**src/rtl/seq_arith_unit_if.sv**
```systemverilog
// Operand/result handshake bundle for seq_arith_unit.
// slave = arithmetic unit side, master = producer/consumer side.
interface seq_arith_unit_if #(
    parameter int WIDTH = 8
);
    logic                 in_valid;
    logic                 in_ready;
    logic [1:0]           op;
    logic [WIDTH-1:0]     a;
    logic [WIDTH-1:0]     b;
    logic                 out_valid;
    logic                 out_ready;
    logic [2*WIDTH-1:0]   result;
    logic                 op_err;
    logic                 busy;

    modport slave (
        input  in_valid, op, a, b, out_ready,
        output in_ready, out_valid, result, op_err, busy
    );

    modport master (
        output in_valid, op, a, b, out_ready,
        input  in_ready, out_valid, result, op_err, busy
    );
endinterface

```
**src/rtl/seq_arith_unit.sv**
```systemverilog
// Handshaked unsigned add (1 cycle) / shift-add multiply (WIDTH cycles), registered result.
// Define SEQ_ARITH_MAC_EN to add the accumulator with MAC (op=10) and CLR (op=11).
module seq_arith_unit #(
    parameter int WIDTH = 8
) (
    input  logic            clk,
    input  logic            rst_n,
    seq_arith_unit_if.slave bus
);
    localparam int RW = 2 * WIDTH;
    localparam int CW = $clog2(WIDTH + 1);

    typedef enum logic [1:0] {IDLE, MUL, DONE} state_e;
    typedef enum logic [1:0] {OP_ADD = 2'b00, OP_MUL = 2'b01, OP_MAC = 2'b10, OP_CLR = 2'b11} op_e;

    state_e           state_q, state_d;
    logic [CW-1:0]    cnt_q, cnt_d;
    logic [RW-1:0]    mcand_q, mcand_d;
    logic [WIDTH-1:0] mplier_q, mplier_d;
    logic [RW-1:0]    prod_q, prod_d;
    logic [RW-1:0]    result_q, result_d;
    logic             op_err_q, op_err_d;
    logic [RW-1:0]    prod_next;
    logic [WIDTH:0]   sum;
    logic             accept;
`ifdef SEQ_ARITH_MAC_EN
    logic [RW-1:0]    acc_q, acc_d;
    logic             mac_q, mac_d;
`endif

    assign bus.in_ready  = (state_q == IDLE) || ((state_q == DONE) && bus.out_ready);
    assign bus.out_valid = (state_q == DONE);
    assign bus.busy      = (state_q == MUL);
    assign bus.result    = result_q;
    assign bus.op_err    = op_err_q;
    assign accept        = bus.in_valid && bus.in_ready;

    always_comb begin
        state_d   = state_q;
        cnt_d     = cnt_q;
        mcand_d   = mcand_q;
        mplier_d  = mplier_q;
        prod_d    = prod_q;
        result_d  = result_q;
        op_err_d  = op_err_q;
`ifdef SEQ_ARITH_MAC_EN
        acc_d     = acc_q;
        mac_d     = mac_q;
`endif
        sum       = {1'b0, bus.a} + {1'b0, bus.b};
        prod_next = mplier_q[0] ? (prod_q + mcand_q) : prod_q;

        case (state_q)
            MUL: begin
                prod_d   = prod_next;
                mcand_d  = mcand_q << 1;
                mplier_d = mplier_q >> 1;
                cnt_d    = cnt_q + CW'(1);
                if (cnt_q == CW'(WIDTH - 1)) begin
                    state_d  = DONE;
                    op_err_d = 1'b0;
`ifdef SEQ_ARITH_MAC_EN
                    if (mac_q) begin
                        acc_d    = acc_q + prod_next;
                        result_d = acc_q + prod_next;
                    end else begin
                        result_d = prod_next;
                    end
`else
                    result_d = prod_next;
`endif
                end
            end
            DONE: begin
                if (bus.out_ready) state_d = IDLE;
            end
            default: ;
        endcase

        // A new accept (IDLE, or DONE with the beat leaving) overrides the DONE->IDLE exit.
        if (accept) begin
            case (op_e'(bus.op))
                OP_ADD: begin
                    result_d = RW'(sum);
                    op_err_d = 1'b0;
                    state_d  = DONE;
                end
                OP_MUL: begin
                    mcand_d  = RW'(bus.a);
                    mplier_d = bus.b;
                    prod_d   = '0;
                    cnt_d    = '0;
                    state_d  = MUL;
`ifdef SEQ_ARITH_MAC_EN
                    mac_d    = 1'b0;
`endif
                end
`ifdef SEQ_ARITH_MAC_EN
                OP_MAC: begin
                    mcand_d  = RW'(bus.a);
                    mplier_d = bus.b;
                    prod_d   = '0;
                    cnt_d    = '0;
                    state_d  = MUL;
                    mac_d    = 1'b1;
                end
                OP_CLR: begin
                    acc_d    = '0;
                    result_d = '0;
                    op_err_d = 1'b0;
                    state_d  = DONE;
                end
`endif
                default: begin
                    result_d = '0;
                    op_err_d = 1'b1;
                    state_d  = DONE;
                end
            endcase
        end
    end

    always_ff @(posedge clk or negedge rst_n) begin
        if (!rst_n) begin
            state_q  <= IDLE;
            cnt_q    <= '0;
            mcand_q  <= '0;
            mplier_q <= '0;
            prod_q   <= '0;
            result_q <= '0;
            op_err_q <= 1'b0;
`ifdef SEQ_ARITH_MAC_EN
            acc_q    <= '0;
            mac_q    <= 1'b0;
`endif
        end else begin
            state_q  <= state_d;
            cnt_q    <= cnt_d;
            mcand_q  <= mcand_d;
            mplier_q <= mplier_d;
            prod_q   <= prod_d;
            result_q <= result_d;
            op_err_q <= op_err_d;
`ifdef SEQ_ARITH_MAC_EN
            acc_q    <= acc_d;
            mac_q    <= mac_d;
`endif
        end
    end
endmodule

```
**src/flat_wrapper.sv**
```systemverilog
// flat-port wrapper written by rule: the top's interface ports become plain ports
module seq_arith_unit_flat 
#(
    parameter int WIDTH = 8
)
  (clk, rst_n, bus_in_valid, bus_op, bus_a, bus_b, bus_out_ready, bus_in_ready, bus_out_valid, bus_result, bus_op_err, bus_busy);
  seq_arith_unit_if #(.WIDTH(WIDTH)) bus_i ();
  input  logic clk;
  input  logic rst_n;
  input wire logic [$bits(bus_i.in_valid)-1:0] bus_in_valid;
  input wire logic [$bits(bus_i.op)-1:0] bus_op;
  input wire logic [$bits(bus_i.a)-1:0] bus_a;
  input wire logic [$bits(bus_i.b)-1:0] bus_b;
  input wire logic [$bits(bus_i.out_ready)-1:0] bus_out_ready;
  output wire logic [$bits(bus_i.in_ready)-1:0] bus_in_ready;
  output wire logic [$bits(bus_i.out_valid)-1:0] bus_out_valid;
  output wire logic [$bits(bus_i.result)-1:0] bus_result;
  output wire logic [$bits(bus_i.op_err)-1:0] bus_op_err;
  output wire logic [$bits(bus_i.busy)-1:0] bus_busy;
  assign bus_i.in_valid = bus_in_valid;
  assign bus_i.op = bus_op;
  assign bus_i.a = bus_a;
  assign bus_i.b = bus_b;
  assign bus_i.out_ready = bus_out_ready;
  assign bus_in_ready = bus_i.in_ready;
  assign bus_out_valid = bus_i.out_valid;
  assign bus_result = bus_i.result;
  assign bus_op_err = bus_i.op_err;
  assign bus_busy = bus_i.busy;
  seq_arith_unit #(.WIDTH(WIDTH)) u_core (.clk(clk), .rst_n(rst_n), .bus(bus_i));
endmodule
```
**config.mk**
```make
export PLATFORM = sky130hd
export DESIGN_NAME = seq_arith_unit_flat
export DESIGN_NICKNAME = d
export VERILOG_FILES = /design/src/rtl/seq_arith_unit_if.sv /design/src/rtl/seq_arith_unit.sv /design/src/flat_wrapper.sv
export SDC_FILE = /design/constraint.sdc
export NUM_CORES = 1
export LEC_CHECK = 0
export CAP_MARGIN = 20
export CORE_MARGIN = 1
export CORE_UTILIZATION = 38
export CTS_BUF_LIST = sky130_fd_sc_hd__clkbuf_16
export DETAILED_ROUTE_END_ITERATION = 16
export GPL_ROUTABILITY_DRIVEN = 0
export PLACE_DENSITY = 0.6
export SLEW_MARGIN = 20
export SYNTH_ARGS = -nofsm -noshare
export SYNTH_HDL_FRONTEND = slang
export SYNTH_SLANG_ARGS = --single-unit
```
**constraint.sdc**
```tcl
create_clock -name clk -period 5.02 [get_ports clk]
set_clock_uncertainty 0.2 [all_clocks]
set_input_delay 0.502 -clock clk [delete_from_list [all_inputs] [get_ports clk]]
set_output_delay 0.502 -clock clk [all_outputs]
set_load 0.02 [all_outputs]
```
==> run metrics, run 1 <==
run status complete, no violations; r2r startpoint u_core.state_q[1]$_DFFE_PN0P_; insertion delay to the later sink of the worst-skew pair approximately 0.33 ns; global route total overflow 0; DP Wirelength between 6000 and 7000 um; Total GRT Usage 0.199; Post-Syn Nets roughly 480; crit-path max FO 30; Mapped Avg Cell Area slightly above 9 um^2; fin. max-slew vios 0; fin crit share 0.621; Yosys reg bits 63; FP Rows 36; residual DRC count 0; sequential power share 0.308; maximum vdd drop 0.000286 V; final setup margin 1.90 ns; vias 3211; Starting Density 0.395; Register-to-Register Path Depth 7; Die W slightly above 100 um; CP startpoint u_core.state_q[1]$_DFFE_PN0P_; fmax around 0.32 GHz; Critical Path End Type output pin; pre-CTS setup slack 1.98 ns; CTS Hold Bufs 0; unrepaired setup endpoints after global routing no; Cell Pwr Density 650 nW/um^2; root buf cell clkbuf_16; clock tree buffer depth 2; clk slew on worst S/H paths roughly 0.060 ns; worst min-delay path category input port to async pin; CP Cell Sequence nand2b_1 -> buf_4 -> inv_2 -> clkdlybuf4s50_1; peak per-stage delay on the critical path around 0.75 ns; final worst path period need roughly 3.1 ns; Max Cap Viol 0; Critical Path RT between 4 and 5 ns; final hold vios 0; ANT cells 0; IO Pins 42; Post-CTS Setup Bufs 0; H-tree depth 3; top_reg_cell synth dfrtp_1; first-pass GRT wire length roughly 16000 um; Sink Count 63; Slowest-stage cell, CP clkdlybuf4s50_1; Layout area overhead 20.0%; antenna violations before repair 0; CP arrival between 2 and 2.5 ns; Ys Warns 0; Worst slew margin 0.317; Hold Slack between 0.15 and 0.2 ns; R2R Path End u_core.bus.result[8]$_DFF_PN0_; type of origin of the critical path register; post-DR wirelength/cell about 16 um; Worst Setup Path Type register to output pin; largest net degree at the start of global routing 64; most frequent cells in the layout nand2_1 (70), dfrtp_1 (63), a21oi_1 (40), clkdlybuf4s50_1 (40), o21ai_0 (35); Seq/Total Area, Yosys 0.405; Placed Cells 584; post-route insts no fill 600; Tot Pwr 3040 uW; die area 10700 um^2; I/O Buffers a little over 40; net total in the final layout 510; Async SR Flop Fraction 1.00; Synth cell types between 40 and 50; drt first pass iters 4; most common cell after layout, fill and taps aside nand2_1; share of cells above drive strength 1 0.0664; synthesized area 3890 um^2; 1st-iter DRT viols around 130; vias in the first global route ~3.1k; final setup vio count 0; leakage power 0.00204 uW; CTS resizes 0; Sw Ratio 0.423; vias per cell about 5.4; Core Area between 9000 and 10000 um^2; drt total wl around 9700 um; Num CTS Buffers 9; post-route ant nets 0; CTS tree built; Pint between 1500 and 2000 uW; Setup Total Neg Slack 0 ns; synthesized instance count between 400 and 500; Worst Tran Pin Value 1.02 ns; Post-synth EDFFs 0; Sw Pwr 1280 uW; setup slack, reg-to-reg approximately 2.0 ns; Clock power frac 0.201; chip height just over 100 um; Combinational Power Share 0.491
-- metal layers --
layer  vias up  routed length [um]  track usage
met5         -                   0            0
met4         0                 167       0.0802
met3        14                 372       0.0477
met2        72                4550        0.321
met1      1543                4560        0.257
li1       1582                   -            -
-- sequential cells by signal (all words and copies together) (netlist names) --
register / flops
u_core.bus.op_err: 1
u_core.bus.result: 16
u_core.prod_q: 16
u_core.mplier_q: 8
u_core.state_q: 2
u_core.cnt_q: 4
u_core.mcand_q: 16
-- logic make-up after synthesis --
kind of cell / Yosys count / synth area share
AO/OA/AOI/OAI: 121 / 0.197
XOR/XNOR: 22 / 0.0495
adder cells (fa/ha/maj): 26 / 0.0874
buffers and inverters: 34 / 0.0398
flip-flops: 63 / 0.405
multiplexers: 22 / 0.0566
AND/OR/NAND/NOR: 142 / 0.165
-- Yosys cell counts, types with 3 or more instances --
| library cell | number | area (um^2) |
|---|---|---|
| mux2i_1 | 22 | 220 |
| nand2b_1 | 4 | 25.0 |
| xor2_1 | 10 | 87.6 |
| o21bai_1 | 6 | 45.0 |
| dfrtp_1 | 63 | 1580 |
| o22ai_1 | 8 | 50.1 |
| ha_1 | 24 | 300 |
| buf_2 | 7 | 35.0 |
| nor2_1 | 30 | 113 |
| nand3_1 | 5 | 25.0 |
| o21a_1 | 3 | 22.5 |
| nor2b_1 | 7 | 43.8 |
| a21oi_1 | 40 | 200 |
| a2111oi_2 | 3 | 45.0 |
| a21o_1 | 4 | 30.0 |
| nor3_1 | 11 | 55.1 |
| xnor2_1 | 12 | 105 |
| nand2_1 | 70 | 263 |
| o21ai_0 | 35 | 175 |
| inv_1 | 10 | 37.5 |
| a211oi_1 | 6 | 45.0 |
| clkbuf_1 | 12 | 45.0 |
-- stage by stage --
stage	instance area (um^2)	util
CTS	4670	0.474
finish	4670	0.474
detailed placement	4380	0.444
global placement	4380	0.444
global route	4670	0.474
floorplan	3890	-
-- critical path: cells and delay by family, from the launching register on --
family | cells | cell delay, ns
buf+inv | 3 | 1.47
flops | 1 | 0.43
simple gates | 1 | 0.16
-- cell type report --
type	instances	area [um^2]
Multi-Input combinational cell	333	2170
Clock inverter	7	65.1
Clock buffer	9	225
Fill cell	930	5190
Tap cell	133	166
Sequential cell	63	1580
Timing Repair Buffer	44	428
Inverter	11	41.3
-- power by group through the flow --
stage | sequential, uW | clock (uW) | combinational, uW
floorplan | 941 | 0 | 1060
CTS | 934 | 619 | 1500
detailed placement | 941 | 0 | 1480
global placement | 936 | 0 | 1460
finish | 934 | 611 | 1490
global route | 963 | 648 | 1660
-- worst max path at each step --
stage / to / slack, ns
after floorplan: u_core.prod_q[14]$_DFF_PN0_ / 2.57
after global placement: u_core.bus.result[8]$_DFF_PN0_ / 1.99
after detailed placement: u_core.bus.result[8]$_DFF_PN0_ / 1.98
after CTS: bus_busy / 1.90
after global routing: bus_busy / 1.78
final: bus_busy / 1.90
Note: power is estimated with default switching activity, not from simulation.
==> run 2, diff against run 1 <==
- PLACE_DENSITY: 0.6 -> 0.63
- clock period: 5.02 -> 2.67 ns (I/O delays scaled with it)
==> run 2 against run 1 <==
Net effect:
- hold slack improved by 0.18 ns
- wire length is 2.5% higher
- cell area increased by 3.5%
- critical path depth grew 5
- via count up 2.9%
- clock power is 98% higher
- critical endpoint is now u_core.prod_q[14]$_DFF_PN0_
- largest cell class unchanged
==> run metrics, run 2 (synthesis results as in run 1) <==
setup slack, reg-to-reg roughly 0.16 ns; CTS tree built; first-pass GRT wire length between 15000 and 20000 um; FP Rows 36; drt first pass iters 5; IO Pins 42; r2r startpoint u_core.prod_q[0]$_DFF_PN0_; sequential cell area 1580 um^2; fmax ~0.40 GHz; R2R Path End u_core.prod_q[14]$_DFF_PN0_; global route total overflow 0; Core Area ~9900 um^2; Register-to-Register Path Depth 9; pre-CTS setup slack about 0.099 ns; largest net degree at the start of global routing 60; peak per-stage delay on the critical path approximately 0.39 ns; share of cells above drive strength 1 0.0979; Critical Path RT 2.67 ns; multi-input logic area about 2200 um^2; vias in the first global route about 3.3k; clk slew on worst S/H paths about 0.050 ns; critical path's top delay family compound AO/OA/AOI/OAI gates; Setup Total Neg Slack 0 ns; Slowest-stage cell, CP dfrtp_1; Layout area overhead 24.2%; most common cell after layout, fill and taps aside nand2_1; final setup vio count 0; Die W just over 100 um; maximum vdd drop roughly 0.00043 V; Starting Density 0.395; post-route ant nets 0; clock tree buffer depth 2; die area approximately 11000 um^2; ANT cells 0; leakage power about 0.0021 uW; H-tree depth 3; net total in the final layout between 500 and 600; final setup margin around 0.16 ns; chip height approximately 100 um; root buf cell clkbuf_16; unrepaired setup endpoints after global routing no; Critical Path End Type register; Cell Pwr Density 1230 nW/um^2; Worst Setup Path Type register to register; type of origin of the critical path register; most frequent cells in the layout nand2_1 (70), dfrtp_1 (63), clkdlybuf4s50_1 (40); Worst slew margin 0.530; Total GRT Usage 0.206; fin crit share 0.941; fin. max-slew vios 0; final hold vios 0; worst min-delay path category input port to async pin; CP arrival between 2 and 3 ns; 1st-iter DRT viols 129; insertion delay to the later sink of the worst-skew pair ~0.33 ns; crit-path max FO 3; fill cell count 920; Worst Tran Pin Value just over 0.7 ns; vias about 3.3k; I/O Buffers 41; Tot Pwr approximately 6000 uW; antenna violations before repair 0; Max Cap Viol 0; vias per cell between 5 and 6; Buffers & Inverters on Critical Path 0; drt total wl 9890 um; final worst path period need 2.51 ns; Sink Count 63; Num CTS Buffers 9; post-DR wirelength/cell roughly 16 um; DP Wirelength 7040 um; run status complete, no violations; residual DRC count 0; CP Cell Sequence ha_1 -> fa_2 -> a21oi_2 -> o211ai_1 -> a41o_1 -> a21oi_1 -> xor2_1 -> o21ai_0 -> nor2b_1
run 2: changes by cell type in the layout (fill, tap and decap cells not counted), moves of 2 or more:
cell | previous run | this run
clkinvlp_4 | 3 | 0
inv_1 | 11 | 13
buf_4 | 3 | 13
a21oi_1 | 40 | 38
a21oi_2 | 0 | 2
buf_12 | 0 | 2
run 2: worst max path at each step:
stage                               startpoint  depth (start not counted)                        endpoint  slack, ns
finish              u_core.prod_q[0]$_DFF_PN0_                          9     u_core.prod_q[14]$_DFF_PN0_       0.16
global route        u_core.prod_q[4]$_DFF_PN0_                          8  u_core.bus.result[9]$_DFF_PN0_      0.003
CTS                 u_core.prod_q[0]$_DFF_PN0_                          9     u_core.prod_q[14]$_DFF_PN0_       0.07
detailed placement  u_core.prod_q[0]$_DFF_PN0_                          9     u_core.prod_q[14]$_DFF_PN0_        0.1
global placement    u_core.prod_q[0]$_DFF_PN0_                          9     u_core.prod_q[14]$_DFF_PN0_       0.11
floorplan           u_core.prod_q[0]$_DFF_PN0_                          9     u_core.prod_q[14]$_DFF_PN0_       0.22
run 2: power by group:
part           internal (uW)  switching (uW)
registers               1380             369
logic                   1310            1670
clock network            803             412
total                   3490            2450
run 2: repair_timing:
item | CTS | global route
setup buffers | 0 | 1
setup endpoints to repair | 0 | 10
hold buffers | 1 | 0
resized for setup | 0 | 5
endpoints found under the hold margin | 27 | 0
run 2: final cells by class:
cell class,instances,share of cell area
Timing Repair Buffer,57,0.114
Clock inverter,7,0.0168
Sequential cell,63,0.326
Inverter,11,0.00854
Clock buffer,9,0.0466
Multi-Input combinational cell,333,0.453
Tap cell,133,0.0344
run 2: routing by layer:
layer | track usage | routed length, um | vias up
li1 | - | - | 1600
met1 | 0.263 | 4350 | 1601
met2 | 0.350 | 4890 | 92
met3 | 0.0464 | 482 | 12
met4 | 0.0628 | 170 | 0
met5 | 0 | 0 | -
run 2: stage by stage:
| step | cells | utilization | cell area (um^2) | hold slack (ns) |
|---|---|---|---|---|
| 2_1_floorplan | 430 | - | 3890 | -0.229 |
| 3_3_place_gp | 595 | 0.455 | 4490 | 0.144 |
| 3_5_place_dp | 595 | 0.455 | 4490 | 0.160 |
| 4_1_cts | 612 | 0.487 | 4810 | 0.333 |
| 5_1_grt | 613 | 0.490 | 4830 | 0.351 |
| 6_report | 613 | 0.490 | 4830 | 0.332 |
==> run 3, diff against run 2 <==
- CORE_MARGIN: 1 -> 10
==> run 3 against run 2 <==
Net effect:
- clock power increased by 11%
- non-clock buffer count stayed put
- die area grew 38%
- sequential share of layout area barely moved
- fmax down 1.3%
- wire length is 2.3% higher
- critical path type unchanged
- critical endpoint unchanged
==> run metrics, run 3 (synthesis results as in run 1) <==
clock tree buffer depth 2; CTS tree built; post-route ant nets 0; Placed Cells slightly below 600; Sink Count 63; CP Cell Sequence ha_1 -> fa_2 -> a21oi_2 -> o211ai_1 -> a41o_1 -> a21oi_1 -> xor2_1 -> o21ai_0 -> nor2b_1; final hold vios 0; share of cells above drive strength 1 0.0958; crit-path max FO 3; Worst Setup Path Type register to register; Worst Tran Pin Value between 0.9 and 1 ns; die area roughly 15000 um^2; final core utilization 0.491; Worst slew margin 0.383; CP arrival ~2.6 ns; Placed Area 4480 um^2; H-tree depth 3; Cell Pwr Density 1250 nW/um^2; leakage power 0.00213 uW; Core Area between 9000 and 10000 um^2; Buffers & Inverters on Critical Path 0; Critical Path End Type register; largest net degree at the start of global routing 35; final setup vio count 0; Critical Path RT 2.69 ns; global route total overflow 0; insertion delay to the later sink of the worst-skew pair around 0.34 ns; critical path's top delay family compound AO/OA/AOI/OAI gates; IO Pins 42; peak per-stage delay on the critical path 0.39 ns; Total GRT Usage 0.142; design area 4840 um^2; type of origin of the critical path register; R2R Path End u_core.prod_q[14]$_DFF_PN0_; Starting Density 0.395; most frequent cells in the layout nand2_1 (70), dfrtp_1 (63), clkdlybuf4s50_1 (40); first-pass GRT wire length between 15000 and 20000 um; setup slack, reg-to-reg between 0.1 and 0.15 ns; run status complete, no violations; Hold Slack 0.206 ns; Post-CTS Setup Bufs 0; multi-input logic area about 2200 um^2; Die W 121 um; fin. max-slew vios 0; Slowest-stage cell, CP dfrtp_1; fmax 0.393 GHz; residual DRC count 0; Layout area overhead 24.3%; maximum vdd drop between 0.0005 and 0.0006 V; drt first pass iters 4; ANT cells 0; antenna violations before repair 0; DP Wirelength around 7500 um; FP Rows 36; root buf cell clkbuf_16; post-route insts no fill 613; final worst path period need approximately 2.5 ns; vias per cell between 5 and 6; fill cell count 932; vias in the first global route 3311; net total in the final layout 523; most common cell after layout, fill and taps aside nand2_1; sequential cell area about 1600 um^2; post-DR wirelength/cell 16.5 um; vias roughly 3.3k; Tot Pwr 6040 uW; Register-to-Register Path Depth 9; chip height approximately 120 um; I/O Buffers about 40; 1st-iter DRT viols between 150 and 200; r2r startpoint u_core.prod_q[0]$_DFF_PN0_; clk slew on worst S/H paths around 0.06 ns; drt total wl about 10000 um; Max Cap Viol 0; Num CTS Buffers 9; worst min-delay path category input port to async pin; fin crit share 0.954
==> run 3: changes by cell type in the layout (fill, tap and decap cells not counted), sizes merged <==
cell    change
clkinv      +2
inv         -3
bufinv      +1
==> run 3: worst max path at each step <==
stage | slack (ns) | start | depth (start not counted) | to
2_1_floorplan | 0.22 | u_core.prod_q[0]$_DFF_PN0_ | 9 | u_core.prod_q[14]$_DFF_PN0_
3_3_place_gp | 0.12 | u_core.prod_q[0]$_DFF_PN0_ | 9 | u_core.prod_q[14]$_DFF_PN0_
3_5_place_dp | 0.06 | u_core.prod_q[0]$_DFF_PN0_ | 9 | u_core.prod_q[14]$_DFF_PN0_
4_1_cts | 0.04 | u_core.prod_q[0]$_DFF_PN0_ | 9 | u_core.prod_q[14]$_DFF_PN0_
5_1_grt | -0.004 | u_core.prod_q[0]$_DFF_PN0_ | 9 | u_core.prod_q[14]$_DFF_PN0_
6_report | 0.12 | u_core.prod_q[0]$_DFF_PN0_ | 9 | u_core.prod_q[14]$_DFF_PN0_
==> run 3: power by group <==
| part | switching [uW] | internal [uW] | total, uW |
|---|---|---|---|
| Sequential | 394 | 1370 | 1770 |
| Combinational | 1630 | 1300 | 2930 |
| Clock | 439 | 905 | 1340 |
| Total | 2460 | 3580 | 6040 |
==> run 3: through the flow <==
stage	setup TNS (ns)	worst slack, ns
2_1_floorplan	0	0.219
3_3_place_gp	0	0.123
3_5_place_dp	0	0.0649
4_1_cts	0	0.0387
5_1_grt	-0.00369	-0.00369
6_report	0	0.124
==> run 3: worst reg2reg max path, cell delays in order, from the launching register on <==
cell and delay [ns]:
dfrtp_1 0.39, ha_1 0.24, fa_2 0.39, a21oi_2 0.15
o211ai_1 0.16, a41o_1 0.24, a21oi_1 0.15, xor2_1 0.24
o21ai_0 0.12, nor2b_1 0.14
==> run 3: layer usage <==
| layer | global-route usage | part of all wire |
|---|---|---|
| met3 | 0.0363 | 0.052 |
| met4 | 0.0425 | 0.015 |
| met1 | 0.177 | 0.45 |
| met2 | 0.237 | 0.48 |
| met5 | 0 | 0 |
==> run 3: layout make-up <==
cell class | instances | area share
tap | 133 | 0.0344
sequential | 63 | 0.326
inverter | 11 | 0.00853
clock inverter | 7 | 0.0230
clock buffer | 9 | 0.0465
timing repair buffer | 57 | 0.112
multi-input combinational | 333 | 0.450
==> run 3: what timing repair did <==
action,4_1_cts,5_1_grt
hold endpoints to repair,16,0
hold buffers,1,0
resized for setup,0,3
endpoints found under the setup margin,0,7
